### config.mk
export PLATFORM = sky130hd
export DESIGN_NAME = alu_arbiter_flat
export DESIGN_NICKNAME = d
export VERILOG_FILES = /design/src/rtl/alu_arbiter_pkg.sv /design/src/rtl/alu_arbiter_if.sv /design/src/rtl/alu_arbiter_rr_arbiter.sv /design/src/rtl/alu_arbiter.sv /design/src/flat_wrapper.sv
export SDC_FILE = /design/constraint.sdc
export NUM_CORES = 1
export LEC_CHECK = 0
export ABC_AREA = 1
export BUFFER_PORTS_ARGS = -buffer_cell sky130_fd_sc_hd__buf_4
export CORE_AREA = 2 2 162 164
export DETAILED_ROUTE_END_ITERATION = 10
export DIE_AREA = 0 0 164 166
export GPL_TIMING_DRIVEN = 0
export SLEW_MARGIN = 20
export SYNTH_ARGS = -nofsm -noshare
export SYNTH_HDL_FRONTEND = slang
export SYNTH_SLANG_ARGS = --single-unit
### constraint.sdc
create_clock -name clock -period 3.8 [get_ports clock]
set_input_delay 0.19 -clock clock [delete_from_list [all_inputs] [get_ports clock]]
set_output_delay 0.19 -clock clock [all_outputs]
set_load 0.05 [all_outputs]
### src/rtl/alu_arbiter_pkg.sv
// Shared definitions for the ALU arbiter slice: opcode encodings, the legality
// check used to flag undefined opcodes, and the arbiter FSM state encoding.
package alu_arbiter_pkg;

   localparam logic [3:0] OP_ADD = 4'b0000;
   localparam logic [3:0] OP_SUB = 4'b1000;
   localparam logic [3:0] OP_AND = 4'b0111;
   localparam logic [3:0] OP_OR  = 4'b0110;
   localparam logic [3:0] OP_XOR = 4'b0100;
   localparam logic [3:0] OP_SLL = 4'b0001;
   localparam logic [3:0] OP_SRL = 4'b0101;

   typedef enum logic [1:0] {
      ST_IDLE = 2'b00,
      ST_EXEC = 2'b01,
      ST_CAPT = 2'b10,
      ST_RESP = 2'b11
   } state_e;

   function automatic logic is_legal_op(input logic [3:0] opcode);
      case (opcode)
         OP_ADD, OP_SUB, OP_AND, OP_OR, OP_XOR, OP_SLL, OP_SRL: is_legal_op = 1'b1;
         default:                                               is_legal_op = 1'b0;
      endcase
   endfunction

endpackage

### src/rtl/alu_arbiter_if.sv
// Request, response and ALU-side signals of the shared-ALU arbiter.
// The arbiter connects through the slave modport; the requester/ALU side uses master.
interface alu_arbiter_if #(
   parameter int NUM_REQ = 4,
   parameter int WIDTH   = 32
);
   localparam int IDW = $clog2(NUM_REQ);

   logic [NUM_REQ-1:0]       req_valid;
   logic [NUM_REQ-1:0]       req_ready;
   logic [NUM_REQ*WIDTH-1:0] req_operand1;
   logic [NUM_REQ*WIDTH-1:0] req_operand2;
   logic [NUM_REQ*4-1:0]     req_opcode;

   logic [WIDTH-1:0]         alu_operand1;
   logic [WIDTH-1:0]         alu_operand2;
   logic [3:0]               alu_opcode;
   logic [WIDTH:0]           alu_result;

   logic                     rsp_valid;
   logic                     rsp_ready;
   logic [IDW-1:0]           rsp_id;
   logic [WIDTH:0]           rsp_result;
   logic                     rsp_illegal;

   modport master (
      output req_valid, req_operand1, req_operand2, req_opcode, alu_result, rsp_ready,
      input  req_ready, alu_operand1, alu_operand2, alu_opcode,
             rsp_valid, rsp_id, rsp_result, rsp_illegal
   );

   modport slave (
      input  req_valid, req_operand1, req_operand2, req_opcode, alu_result, rsp_ready,
      output req_ready, alu_operand1, alu_operand2, alu_opcode,
             rsp_valid, rsp_id, rsp_result, rsp_illegal
   );

endinterface

### src/rtl/alu_arbiter_rr_arbiter.sv
// Combinational round-robin picker: first set request at or after ptr, wrapping
// modulo NUM_REQ. Produces a one-hot grant, its index, and an any-grant flag.
module rr_arbiter #(
   parameter int NUM_REQ = 4,
   parameter int IDW     = $clog2(NUM_REQ)
) (
   input  logic [NUM_REQ-1:0] req,
   input  logic [IDW-1:0]     ptr,
   output logic [NUM_REQ-1:0] grant,
   output logic [IDW-1:0]     idx,
   output logic               any
);

   always_comb begin
      logic [IDW:0]   cand;
      logic [IDW-1:0] sel;
      logic           found;
      logic           hit;
      grant = '0;
      sel   = '0;
      found = 1'b0;
      cand  = '0;
      hit   = 1'b0;
      // Extra bit on cand keeps the wrap correct for non-power-of-two NUM_REQ.
      for (int k = 0; k < NUM_REQ; k++) begin
         cand  = {1'b0, ptr} + (IDW+1)'(k);
         cand  = (cand >= (IDW+1)'(NUM_REQ)) ? cand - (IDW+1)'(NUM_REQ) : cand;
         hit   = req[cand[IDW-1:0]] & ~found;
         grant[cand[IDW-1:0]] = hit;
         sel   = hit ? cand[IDW-1:0] : sel;
         found = found | hit;
      end
      idx = sel;
      any = found;
   end

endmodule

### src/rtl/alu_arbiter.sv
// Shares one registered ALU between NUM_REQ requesters: round-robin grant, one op
// in flight, result returned tagged with the requester index.
module alu_arbiter
   import alu_arbiter_pkg::*;
#(
   parameter int NUM_REQ = 4,
   parameter int WIDTH   = 32
) (
   input logic          clock,
   input logic          reset,
   alu_arbiter_if.slave bus
);
   localparam int IDW = $clog2(NUM_REQ);

   state_e           state_q,        state_d;
   logic [IDW-1:0]   rr_ptr_q,       rr_ptr_d;
   logic [IDW-1:0]   rsp_id_q,       rsp_id_d;
   logic [WIDTH-1:0] alu_operand1_q, alu_operand1_d;
   logic [WIDTH-1:0] alu_operand2_q, alu_operand2_d;
   logic [3:0]       alu_opcode_q,   alu_opcode_d;
   logic             rsp_valid_q,    rsp_valid_d;
   logic [WIDTH:0]   rsp_result_q,   rsp_result_d;
   logic             rsp_illegal_q,  rsp_illegal_d;

   logic [NUM_REQ-1:0] gnt_onehot;
   logic [IDW-1:0]     gnt_idx;
   logic               gnt_any;

   rr_arbiter #(
      .NUM_REQ (NUM_REQ),
      .IDW     (IDW)
   ) u_rr_arbiter (
      .req   (bus.req_valid),
      .ptr   (rr_ptr_q),
      .grant (gnt_onehot),
      .idx   (gnt_idx),
      .any   (gnt_any)
   );

   always_comb begin
      state_d        = state_q;
      rr_ptr_d       = rr_ptr_q;
      rsp_id_d       = rsp_id_q;
      alu_operand1_d = alu_operand1_q;
      alu_operand2_d = alu_operand2_q;
      alu_opcode_d   = alu_opcode_q;
      rsp_valid_d    = rsp_valid_q;
      rsp_result_d   = rsp_result_q;
      rsp_illegal_d  = rsp_illegal_q;
      case (state_q)
         ST_IDLE: begin
            if (gnt_any) begin
               alu_operand1_d = bus.req_operand1[gnt_idx*WIDTH +: WIDTH];
               alu_operand2_d = bus.req_operand2[gnt_idx*WIDTH +: WIDTH];
               alu_opcode_d   = bus.req_opcode[gnt_idx*4 +: 4];
               rsp_id_d       = gnt_idx;
               rr_ptr_d       = (gnt_idx == IDW'(NUM_REQ-1)) ? '0 : gnt_idx + IDW'(1);
               state_d        = ST_EXEC;
            end else begin
               state_d = ST_IDLE;
            end
         end
         // The ALU registers its result on the edge leaving EXEC.
         ST_EXEC: state_d = ST_CAPT;
         ST_CAPT: begin
            rsp_result_d  = bus.alu_result;
            rsp_illegal_d = ~is_legal_op(alu_opcode_q);
            rsp_valid_d   = 1'b1;
            state_d       = ST_RESP;
         end
         ST_RESP: begin
            if (bus.rsp_ready) begin
               rsp_valid_d = 1'b0;
               state_d     = ST_IDLE;
            end else begin
               state_d = ST_RESP;
            end
         end
         default: state_d = ST_IDLE;
      endcase
   end

   always_ff @(posedge clock or posedge reset) begin
      if (reset) begin
         state_q        <= ST_IDLE;
         rr_ptr_q       <= '0;
         rsp_id_q       <= '0;
         alu_operand1_q <= '0;
         alu_operand2_q <= '0;
         alu_opcode_q   <= 4'b0000;
         rsp_valid_q    <= 1'b0;
         rsp_result_q   <= '0;
         rsp_illegal_q  <= 1'b0;
      end else begin
         state_q        <= state_d;
         rr_ptr_q       <= rr_ptr_d;
         rsp_id_q       <= rsp_id_d;
         alu_operand1_q <= alu_operand1_d;
         alu_operand2_q <= alu_operand2_d;
         alu_opcode_q   <= alu_opcode_d;
         rsp_valid_q    <= rsp_valid_d;
         rsp_result_q   <= rsp_result_d;
         rsp_illegal_q  <= rsp_illegal_d;
      end
   end

   assign bus.req_ready    = (state_q == ST_IDLE) ? gnt_onehot : '0;
   assign bus.alu_operand1 = alu_operand1_q;
   assign bus.alu_operand2 = alu_operand2_q;
   assign bus.alu_opcode   = alu_opcode_q;
   assign bus.rsp_valid    = rsp_valid_q;
   assign bus.rsp_id       = rsp_id_q;
   assign bus.rsp_result   = rsp_result_q;
   assign bus.rsp_illegal  = rsp_illegal_q;

endmodule

### src/flat_wrapper.sv
// flat-port wrapper written by rule: the top's interface ports become plain ports
module alu_arbiter_flat import alu_arbiter_pkg::*;
#(
   parameter int NUM_REQ = 4,
   parameter int WIDTH   = 32
)
  (clock, reset, bus_req_valid, bus_req_operand1, bus_req_operand2, bus_req_opcode, bus_alu_result, bus_rsp_ready, bus_req_ready, bus_alu_operand1, bus_alu_operand2, bus_alu_opcode, bus_rsp_valid, bus_rsp_id, bus_rsp_result, bus_rsp_illegal);
  alu_arbiter_if #(.NUM_REQ(NUM_REQ), .WIDTH(WIDTH)) bus_i ();
  input logic clock;
  input logic reset;
  input wire logic [$bits(bus_i.req_valid)-1:0] bus_req_valid;
  input wire logic [$bits(bus_i.req_operand1)-1:0] bus_req_operand1;
  input wire logic [$bits(bus_i.req_operand2)-1:0] bus_req_operand2;
  input wire logic [$bits(bus_i.req_opcode)-1:0] bus_req_opcode;
  input wire logic [$bits(bus_i.alu_result)-1:0] bus_alu_result;
  input wire logic [$bits(bus_i.rsp_ready)-1:0] bus_rsp_ready;
  output wire logic [$bits(bus_i.req_ready)-1:0] bus_req_ready;
  output wire logic [$bits(bus_i.alu_operand1)-1:0] bus_alu_operand1;
  output wire logic [$bits(bus_i.alu_operand2)-1:0] bus_alu_operand2;
  output wire logic [$bits(bus_i.alu_opcode)-1:0] bus_alu_opcode;
  output wire logic [$bits(bus_i.rsp_valid)-1:0] bus_rsp_valid;
  output wire logic [$bits(bus_i.rsp_id)-1:0] bus_rsp_id;
  output wire logic [$bits(bus_i.rsp_result)-1:0] bus_rsp_result;
  output wire logic [$bits(bus_i.rsp_illegal)-1:0] bus_rsp_illegal;
  assign bus_i.req_valid = bus_req_valid;
  assign bus_i.req_operand1 = bus_req_operand1;
  assign bus_i.req_operand2 = bus_req_operand2;
  assign bus_i.req_opcode = bus_req_opcode;
  assign bus_i.alu_result = bus_alu_result;
  assign bus_i.rsp_ready = bus_rsp_ready;
  assign bus_req_ready = bus_i.req_ready;
  assign bus_alu_operand1 = bus_i.alu_operand1;
  assign bus_alu_operand2 = bus_i.alu_operand2;
  assign bus_alu_opcode = bus_i.alu_opcode;
  assign bus_rsp_valid = bus_i.rsp_valid;
  assign bus_rsp_id = bus_i.rsp_id;
  assign bus_rsp_result = bus_i.rsp_result;
  assign bus_rsp_illegal = bus_i.rsp_illegal;
  alu_arbiter #(.NUM_REQ(NUM_REQ), .WIDTH(WIDTH)) u_core (.clock(clock), .reset(reset), .bus(bus_i));
endmodule
* Word level (Yosys, flattened, before mapping) *
Cells that the tools add are included.

storage, ports and cells
  bits of input ports = 312
  output and inout bits = 109
  word-level logic and storage cells = 100
  flip-flop bits (word level) = 109

cells by class
  muxes and demuxes = 36
  reduce and logical (&&, ||, !) cells = 10
  bitwise operators = 11
  shifts and indexed selects = 3
  magnitude comparators = 12
  $add $sub $neg = 8
  equal/unequal tests = 11

operator list
  cell                   number
  $shiftx A128 B8 Y32    2
  $mux W2                10
  $eq A4 B3 Y1 const B   4
  $shiftx A16 B5 Y4      1
  $bwmux W4              3
  $lt A2 B3 Y1 const B   4
  $mux W1                12
  $ge A3 B3 Y1 const B   3
  $bmux W1 S2            4
  $demux W1 S2           4
  $ge A2 B1 Y1 const B   4
  $pmux W2 S4            1
  $sub A2 B1 Y2 const B  4
  $reduce_or A7 Y1       1
  $add A2 B2 Y3 const B  2
  $eq A2 B2 Y1 const B   3
  $and A4 B4 Y4          1
  $eq A4 B1 Y1 const B   1
  $eq A4 B4 Y1 const B   1
  $logic_and A1 B1 Y1    4
  $logic_not A4 Y1       1
  $mux W4                1
  $not A1 Y1             4
  $reduce_and A2 Y1      2
  10 further kinds       14

* Longest topological paths before layout *
Gate-level depths: netlist of the first run.

  word-level depth = 15
  mapped depth = 17
  mapped depth without buffers = 15

* Hierarchy *
A second synthesis of the first run with hierarchy kept.

unflattened totals
  cell total of the unflattened synthesis = 1,222
  area, all modules = 7,654.8 sq um

by module, submodules not included
  module       times used  area each (sq um)  seq. area each (sq um)  cells each
  alu_arbiter  1           7,156.9            2,727.6                 1,131
  rr_arbiter   1           498.0              0.0                     91

* Worst setup path after synthesis of the first run *
OpenSTA, ideal clock, no wires.

  kind = register -> output
  from = register u_core.rr_ptr_q[1]
  to = output port bus_req_ready[3]
  stages on the path, launching flop included = 10
  path slack = 1.338 ns
  arrival time = 2.272 ns
  data required time = 3.610 ns
  buffers on the path = 0
  path through = dfrtp_1 -> inv_1 -> ha_1 -> inv_1 -> nand3_2 -> a21oi_1 -> nand2_1 -> a31oi_1 -> o21ai_0 -> a21oi_1

between the ends
  word-level cells in the longest chain between the ends = 14
  elaborated cells between the ends (all ways) = 56
  those cells by class = add/sub: 7; order compare: 12; mux: 24; bitwise: 9; reduce/logical: 4

RTL lines
  element                                                             RTL line                                                    text
  start, declared                                                     alu_arbiter.sv:16                                           logic [IDW-1:0] rr_ptr_q, rr_ptr_d;
  start signal, assigned                                              alu_arbiter.sv:96                                           rr_ptr_q <= rr_ptr_d;
  $add A2 B1 Y3 (tied with other cells)                               alu_arbiter_rr_arbiter.sv:26                                cand = {1'b0, ptr} + (IDW+1)'(k);
  $ge A3 B3 Y1 (tied with other cells)                                alu_arbiter_rr_arbiter.sv:27                                cand = (cand >= (IDW+1)'(NUM_REQ)) ? cand - (IDW+1)'(NUM_REQ) : cand;
  $mux W2 / $bmux W1 S2 (equally long branches)                       alu_arbiter_rr_arbiter.sv:27, alu_arbiter_rr_arbiter.sv:28
  $bmux W1 S2 / $mux W1 (equally long branches)                       alu_arbiter_rr_arbiter.sv:28                                hit = req[cand[IDW-1:0]] & ~found;
  $mux W1 (not written as such) / $not A1 Y1 (equally long branches)  alu_arbiter_rr_arbiter.sv:28
  $and A1 B1 Y1                                                       alu_arbiter_rr_arbiter.sv:28
  $or A1 B1 Y1                                                        alu_arbiter_rr_arbiter.sv:31                                found = found | hit;
  $not A1 Y1                                                          alu_arbiter_rr_arbiter.sv:28
  $and A1 B1 Y1                                                       alu_arbiter_rr_arbiter.sv:28
  $or A1 B1 Y1                                                        alu_arbiter_rr_arbiter.sv:31
  $not A1 Y1                                                          alu_arbiter_rr_arbiter.sv:28
  $and A1 B1 Y1                                                       alu_arbiter_rr_arbiter.sv:28
  $bwmux W4 (*)                                                       alu_arbiter_rr_arbiter.sv:29                                grant[cand[IDW-1:0]] = hit;
  $mux W4 (*)                                                         alu_arbiter.sv:107                                          assign bus.req_ready = (state_q == ST_IDLE) ? gnt_onehot : '0;
  end, declared                                                       flat_wrapper.sv:17                                          output wire logic [$bits(bus_i.req_ready)-1:0] bus_req_ready;

Mark *: on every way between the ends. The rest lies on a longest branch, timed or not. The select of a mux whose other input is x is not followed.

* Final worst setup path of the first run *
  from = register u_core.rr_ptr_q[1]
  to = register u_core.alu_operand1_q[21], in the netlist u_core.bus.alu_operand1[21]

between the ends
  word-level cells in the longest chain between the ends = 14
  elaborated cells between the ends (all ways) = 38
  those cells by class = add/sub: 7; order compare: 4; shift: 1; mux: 16; bitwise: 9; reduce/logical: 1

RTL lines
  element                                                             RTL line                                                    text
  $add A2 B1 Y3 (tied with other cells)                               alu_arbiter_rr_arbiter.sv:26
  $ge A3 B3 Y1 (tied with other cells)                                alu_arbiter_rr_arbiter.sv:27
  $mux W2 / $bmux W1 S2 (equally long branches)                       alu_arbiter_rr_arbiter.sv:27, alu_arbiter_rr_arbiter.sv:28
  $bmux W1 S2 / $mux W1 (equally long branches)                       alu_arbiter_rr_arbiter.sv:28
  $mux W1 (not written as such) / $not A1 Y1 (equally long branches)  alu_arbiter_rr_arbiter.sv:28
  $and A1 B1 Y1                                                       alu_arbiter_rr_arbiter.sv:28
  $or A1 B1 Y1                                                        alu_arbiter_rr_arbiter.sv:31
  $not A1 Y1                                                          alu_arbiter_rr_arbiter.sv:28
  $and A1 B1 Y1                                                       alu_arbiter_rr_arbiter.sv:28
  $or A1 B1 Y1                                                        alu_arbiter_rr_arbiter.sv:31
  $not A1 Y1                                                          alu_arbiter_rr_arbiter.sv:28
  $and A1 B1 Y1                                                       alu_arbiter_rr_arbiter.sv:28
  $mux W2 / $or A1 B1 Y1 (equally long branches)                      alu_arbiter_rr_arbiter.sv:30, alu_arbiter_rr_arbiter.sv:31
  $shiftx A128 B8 Y32 / $reduce_and A2 Y1 (equally long branches)     n/a
  end signal, assigned                                                alu_arbiter.sv:98                                           alu_operand1_q <= alu_operand1_d;
  end, declared                                                       alu_arbiter.sv:18                                           logic [WIDTH-1:0] alu_operand1_q, alu_operand1_d;

Parallel ways exist; a longest one is shown, timed or not. The select of a mux whose other input is x is not followed.
A chain may end at the register's enable or synchronous reset.

==> results of run 1 <==
## layout by cell type, fill, tap and decap left out, types with 2 or more instances in the layout
master / n
nand2_1: 582
buf_2: 36
a21oi_1: 10
o22ai_1: 3
clkbuf_1: 12
ha_1: 4
buf_4: 434
inv_1: 83
dfrtp_1: 109
buf_1: 7
a31oi_1: 2
o21ai_0: 11
nand4_1: 2
clkinv_8: 2
nor2_2: 2
nand2_2: 5
nand3_2: 3
nor2_1: 7
clkbuf_16: 9
inv_2: 4
inv_6: 3
mux2_2: 33
buf_6: 9
nand3_1: 141
nand3b_1: 68
## cells in the mapped netlist
| cell | count |
|---|---|
| a21oi_1 | 10 |
| a31oi_1 | 2 |
| buf_1 | 7 |
| buf_2 | 36 |
| buf_4 | 14 |
| buf_6 | 9 |
| clkbuf_1 | 12 |
| dfrtp_1 | 109 |
| ha_1 | 4 |
| inv_1 | 84 |
| inv_2 | 4 |
| mux2_2 | 33 |
| nand2_1 | 582 |
| nand2_2 | 5 |
| nand2_4 | 1 |
| nand3_1 | 141 |
| nand3_2 | 3 |
| nand3b_1 | 68 |
| nand4_1 | 2 |
| nand4_4 | 1 |
| nor2_1 | 7 |
| nor2_2 | 2 |
| nor2_4 | 1 |
| nor3_1 | 1 |
| o21ai_0 | 11 |
| o21ai_1 | 1 |
| o22ai_1 | 3 |
## per-stage QoR
step	setup TNS, ns	setup slack, ns	hold WS, ns
2_1_floorplan	0	0.736	0.341
3_3_place_gp	-109.45	-1.01	0.423
3_5_place_dp	0	0.855	0.245
4_1_cts	0	0.817	0.0363
5_1_grt	0	0.498	0.0399
6_report	0	0.776	0.0485
## cell families (layout without fill, tap and decap cells)
group,after synthesis,in the layout,synth area share [%]
muxes,33,33,4.86
DFF,109,109,35.7
adders and majority gates,4,4,0.655
AOI/OAI and AO/OA,27,27,1.85
other,0,1,0
and+or+nand+nor,814,814,46.6
buffers and inverters,166,604,10.3
## what timing repair did
item | 4_1_cts | 5_1_grt
hold endpoints to repair | 42 | 0
setup buffers | 0 | 0
hold buffers | 1 | 0
## state kept, by name, indices dropped and copies added, names as in the netlist
| register | flops |
|---|---|
| u_core.bus.rsp_result | 33 |
| u_core.bus.alu_operand2 | 32 |
| u_core.bus.alu_operand1 | 32 |
| u_core.state_q | 2 |
| u_core.bus.alu_opcode | 4 |
| u_core.bus.rsp_id | 2 |
| u_core.rr_ptr_q | 2 |
| u_core.bus.rsp_illegal | 1 |
| u_core.bus.rsp_valid | 1 |
## layer usage
| metal | GRT usage, % | up-vias |
|---|---|---|
| met5 | 0 | - |
| met4 | 7.55 | 0 |
| met3 | 4.00 | 41 |
| met2 | 41.1 | 279 |
| met1 | 30.9 | 4228 |
| li1 | - | 4470 |
## cell type report
type	count	share of cell area (%)
diodes	1	0.0216
plain buffers	78	3.95
clock buffers	9	1.94
clock inverters	7	0.864
inverters	88	2.89
multi-input cells	878	35.6
flip-flops and latches	109	23.5
well taps	335	3.62
repair buffers	422	27.5
## critical path: cells and delay by family, from the launching register on
kind / cells / cell delay [ns]
fa+ha+maj: 1 / 0.42
flops: 1 / 0.48
buf+inv: 3 / 0.85
simple gates: 9 / 1.21
## worst max-delay path by stage
stage,start,to,slack [ns]
6_report,u_core.rr_ptr_q[1]$_DFFE_PP0P_,u_core.bus.alu_operand1[21]$_DFFE_PP0P_,0.78
5_1_grt,u_core.rr_ptr_q[1]$_DFFE_PP0P_,u_core.bus.alu_operand1[21]$_DFFE_PP0P_,0.50
4_1_cts,u_core.rr_ptr_q[1]$_DFFE_PP0P_,u_core.bus.alu_operand1[21]$_DFFE_PP0P_,0.82
3_5_place_dp,u_core.rr_ptr_q[1]$_DFFE_PP0P_,u_core.bus.alu_operand1[21]$_DFFE_PP0P_,0.85
3_3_place_gp,reset,u_core.bus.alu_operand1[13]$_DFFE_PP0P_,-1.01
2_1_floorplan,reset,u_core.bus.alu_opcode[0]$_DFFE_PP0P_,0.74
==> impl_metrics.py, run 1 <==
metrics = {
    "grt": {
        "grt_pass1_wl_um": 50300,
        "grt_antenna_before_repair": 1,
        "grt_use_total_pct": 24.1,
        "grt_max_degree": 68,
        "gr-total-overflow": 0,
        "grt_pass1_vias": 8945,
    },
    "worst_hold_path": {
        "hold_path_class": "input port to register",
        "worstHoldPathCells": 2,
        "hold_end": "u_core.bus.rsp_result[0]$_DFFE_PP0P_",
        "hp-start": "bus_alu_result[0]",
    },
    "critical_path": {
        "worstPathRequired_ns": 4.10,
        "cpMostUsedCell": "nand2_1",
        "crit_path_end_kind": "register",
        "crit_chain": "inv_1 -> ha_1 -> inv_1 -> nand3_2 -> nand2_2 -> nand4_1 -> nand2_1 -> nor2_4 -> buf_1 -> nand3_1 -> nand2_1 -> nand2_1 -> nand2_1",
        "critPathSlowestCell": "buf_1",
        "worst_r2r_startpoint": "u_core.rr_ptr_q[1]$_DFFE_PP0P_",
        "r2r-end": "u_core.bus.alu_operand1[21]$_DFFE_PP0P_",
        "critPathMaxStageDelay_ns": 0.56,
        "reg2reg_depth": 13,
        "worst-path-max-fanout": 10,
        "rrSetupSlack_ns": 0.78,
        "arrival_ns": 3.32,
        "path_class": "register to register",
        "startpoint_type": "register",
    },
    "finish": {
        "finalInstanceArea_um2": 11600,
        "multiInputGateArea_um2": 4130,
        "layout-drive-gt1-share_pct": 34.4,
        "fin_nets": 1902,
        "seq_area_um2": 2730,
        "nFillCells": 2688,
        "post-route-util_pct": 45.2,
        "syn_to_final_growth_pct": 51.6,
        "instances_no_fill": 1927,
    },
    "clocking": {
        "cts_sinks": 109,
        "cts-root-buf": "clkbuf_16",
        "cts-buffers-inserted": 9,
        "cts_htree_levels": 3,
        "clockBufferDepth": 2,
        "cts_tree": "yes",
        "post_cts_resized": 0,
        "path_clk_slew_ns": 0.09,
        "worst_skew_pair.late_latency_ns": 0.36,
    },
    "yosys": {
        "yosys.area.top_type_share_pct": 35.7,
        "yosysWarnings": 0,
        "synthTopCellsByArea": "dfrtp_1 (36%), nand2_1 (29%), nand3_1 (9.2%), nand3b_1 (6.7%), mux2_2 (4.9%)",
        "avgSynthCellArea_um2": 6.63,
        "syn_area_um2": 7640,
        "syn_nets": 1469,
        "ys_seq_elements": 109,
        "seq_area_frac_synth_pct": 35.7,
        "yosys.area.top_type": "dfrtp_1",
        "synth.distinct_cells": 27,
        "synth_cells": 1153,
    },
    "detailed_routing": {
        "drc": 0,
        "vias": 9018,
        "wl_met2_um": 16200,
        "met1_length_um": 14200,
        "drt-wirelength-per-cell_um": 17.1,
        "ant_nets": 0,
        "vias_per_cell": 4.68,
        "top_layer": "met4",
        "dr_wl_met3_um": 1760,
        "drtIter0Drc": 465,
        "drtPass1Iterations": 7,
        "drt_wl_total_um": 33000,
    },
    "sta": {
        "rsz0062_at_grt": "false",
        "fmaxAchievable_ghz": 0.331,
        "worst_pin_slew_ns": 0.669,
        "fin_crit_ns": 3.02,
        "final_hold_viol_count": 0,
        "max_slew_margin_pct": 55.4,
        "fin_skew_ns": 0.00816,
        "setup_violations": 0,
        "drv_slew": 0,
        "fin_crit_sh_pct": 79.6,
    },
    "status": {
        "status": "finished, final reports clean",
    },
    "place": {
        "place.gp.congestion": 0.914,
        "placed_cells": 1909,
        "placed_cell_area_um2": 11200,
        "dp_hpwl_um": 26000,
        "port_buffers": 420,
    },
    "floorplan": {
        "start_util_pct": 29.8,
        "design.portCount": 421,
        "fp.dieH_um": 166,
        "die_w_um": 164,
        "fp.coreArea_um2": 25600,
        "rows": 59,
        "die_area_um2": 27200,
    },
    "run": {
        "cap_viol_max_count": 0,
    },
}
Power of run 1 is not shown: default switching activity piles up to over one toggle a cycle in this logic, so the estimate is an artifact.
==> run 2, diff against run 1 <==
- clock period: 3.8 -> 3 ns (I/O delays scaled with it)
==> run 2 against run 1 <==
Against the previous run: clock-buffer cell count unchanged; sequential share of layout area shrank 0.73 points; register-to-register slack worse by 0.56 ns; clock skew is 0.0054 ns higher; global-route usage rose by 0.23 points; cell count grew 1.8%; core utilization up 1.5 points; non-clock buffer count is 35 higher; highest routed layer unchanged.
==> impl_metrics.py, run 2 (synthesis gave the netlist of run 1 again) <==
metrics = {
    "sta": {
        "fin_setup_tns_ns": 0,
        "final_hold_viol_count": 0,
        "fmaxAchievable_ghz": 0.360,
        "fin_skew_ns": 0.0136,
        "fin_crit_ns": 2.78,
        "drv_slew": 0,
        "rsz0062_at_grt": "false",
        "setup_violations": 0,
        "fin_crit_sh_pct": 92.7,
        "worst_pin_slew_ns": 0.632,
        "max_slew_margin_pct": 57.8,
    },
    "detailed_routing": {
        "ant_nets": 0,
        "drt_wl_total_um": 33600,
        "vias_per_cell": 4.68,
        "drtPass1Iterations": 5,
        "vias": 9173,
        "drc": 0,
        "drt-wirelength-per-cell_um": 17.1,
        "drtIter0Drc": 547,
    },
    "grt": {
        "grt_pass1_vias": 8953,
        "grt_antenna_before_repair": 0,
        "gr-total-overflow": 0,
        "grt_max_degree": 30,
        "grt_use_total_pct": 24.3,
        "grt_pass1_wl_um": 50900,
    },
    "clocking": {
        "worst_skew_pair.late_latency_ns": 0.37,
        "cts-buffers-inserted": 9,
        "path_clk_slew_ns": 0.08,
        "post_cts_buffers": 0,
        "cts_htree_levels": 3,
        "cts-root-buf": "clkbuf_16",
        "cts_tree": "yes",
        "cts_sinks": 109,
        "clockBufferDepth": 2,
    },
    "floorplan": {
        "fp.dieH_um": 166,
        "rows": 59,
        "die_area_um2": 27200,
        "start_util_pct": 29.8,
        "die_w_um": 164,
        "design.portCount": 421,
        "fp.coreArea_um2": 25600,
    },
    "place": {
        "dp_hpwl_um": 26300,
        "place.gp.congestion": 0.915,
        "port_buffers": 420,
    },
    "finish": {
        "final_common_cell": "nand2_1",
        "fin_nets": 1937,
        "largest_register_ffs": 33,
        "layout-drive-gt1-share_pct": 34.2,
        "nFillCells": 2670,
        "final_cell_mix": "nand2_1 (582), buf_4 (434), nand3_1 (141), dfrtp_1 (108), inv_1 (82)",
        "syn_to_final_growth_pct": 56.5,
        "diodes": 0,
    },
    "critical_path": {
        "critPathSlowestCell": "dfrtp_1",
        "path_class": "register to register",
        "critPathMaxStageDelay_ns": 0.44,
        "cpMostUsedCell": "nand2_1",
        "critPathTopFamily": "buffers and inverters",
        "crit_chain": "inv_2 -> ha_2 -> inv_1 -> nand3_2 -> nand2_2 -> a21oi_1 -> nand2_1 -> clkbuf_4 -> buf_6 -> buf_4 -> nand3b_1 -> nand3_1 -> nand2_1 -> nand2_1 -> nand2_1",
        "cp_num_buf_inv": 5,
        "worst-path-max-fanout": 10,
        "crit_path_end_kind": "register",
        "arrival_ns": 3.04,
        "worstPathRequired_ns": 3.25,
        "startpoint_type": "register",
    },
    "worst_hold_path": {
        "hold_path_class": "input port to register",
    },
    "run": {
        "cap_viol_max_count": 0,
    },
    "status": {
        "status": "finished, final reports clean",
    },
}
run 2: worst min-delay path, stage by stage:
cell and delay, ns:
buf_4 0.08, nand2_1 0.04, nand2_1 0.05, nand2_1 0.04
run 2: final cells by class:
| type | instances | area (um^2) | area share [%] |
|---|---|---|---|
| Multi-Input combinational cell | 878 | 4130 | 34.5 |
| Timing Repair Buffer | 457 | 3570 | 29.9 |
| Sequential cell | 109 | 2730 | 22.8 |
| Buffer | 78 | 467 | 3.90 |
| Tap cell | 335 | 419 | 3.50 |
| Inverter | 88 | 334 | 2.79 |
| Clock buffer | 9 | 225 | 1.88 |
| Clock inverter | 7 | 88.8 | 0.743 |
run 2: worst paths after layout:
| check | start | end | slack (ns) | cells after the start |
|---|---|---|---|---|
| setup / recovery | u_core.rr_ptr_q[0]$_DFFE_PP0P_ | u_core.bus.alu_operand1[21]$_DFFE_PP0P_ | 0.22 | 15 |
| hold / removal | bus_rsp_ready | u_core.bus.rsp_valid$_DFFE_PP0P_ | 0.03 | 4 |
| setup reg to reg | u_core.rr_ptr_q[0]$_DFFE_PP0P_ | u_core.bus.alu_operand1[21]$_DFFE_PP0P_ | 0.22 | 15 |
| hold reg to reg | u_core.bus.rsp_valid$_DFFE_PP0P_ | u_core.bus.rsp_valid$_DFFE_PP0P_ | 0.48 | 2 |
| max in group asynchronous | reset | u_core.bus.alu_operand1[29]$_DFFE_PP0P_ | 1.98 | 5 |
| min in group asynchronous | reset | u_core.bus.rsp_result[28]$_DFFE_PP0P_ | 0.30 | 3 |
run 2: metal layers:
metal / wire, um / track usage (%) / vias to the layer above
li1: - / - / 4548
met1: 13900 / 30.9 / 4207
met2: 16200 / 41.2 / 354
met3: 2220 / 3.75 / 64
met4: 1230 / 9.23 / 0
met5: 0 / 0 / -
run 2: timing repair:
item,4_1_cts,5_1_grt
hold endpoints to repair,39,0
setup endpoints to repair,0,46
hold buffers,33,0
resized for setup,0,10
run 2: per-stage QoR:
step	utilization [%]	hold WS, ns	std cells	area [um^2]	worst slack (ns)
finish	46.7	0.0317	1961	12000	0.219
global route	46.7	0.0181	1961	12000	0.0273
CTS	46.6	0.0119	1961	11900	0.0424
detailed placement	44.1	0.139	1912	11300	0.0784
global placement	43.8	0.384	1908	11200	0.0696
floorplan	-	0.301	1153	7640	0.578
Power of run 2 is left out for the same reason.
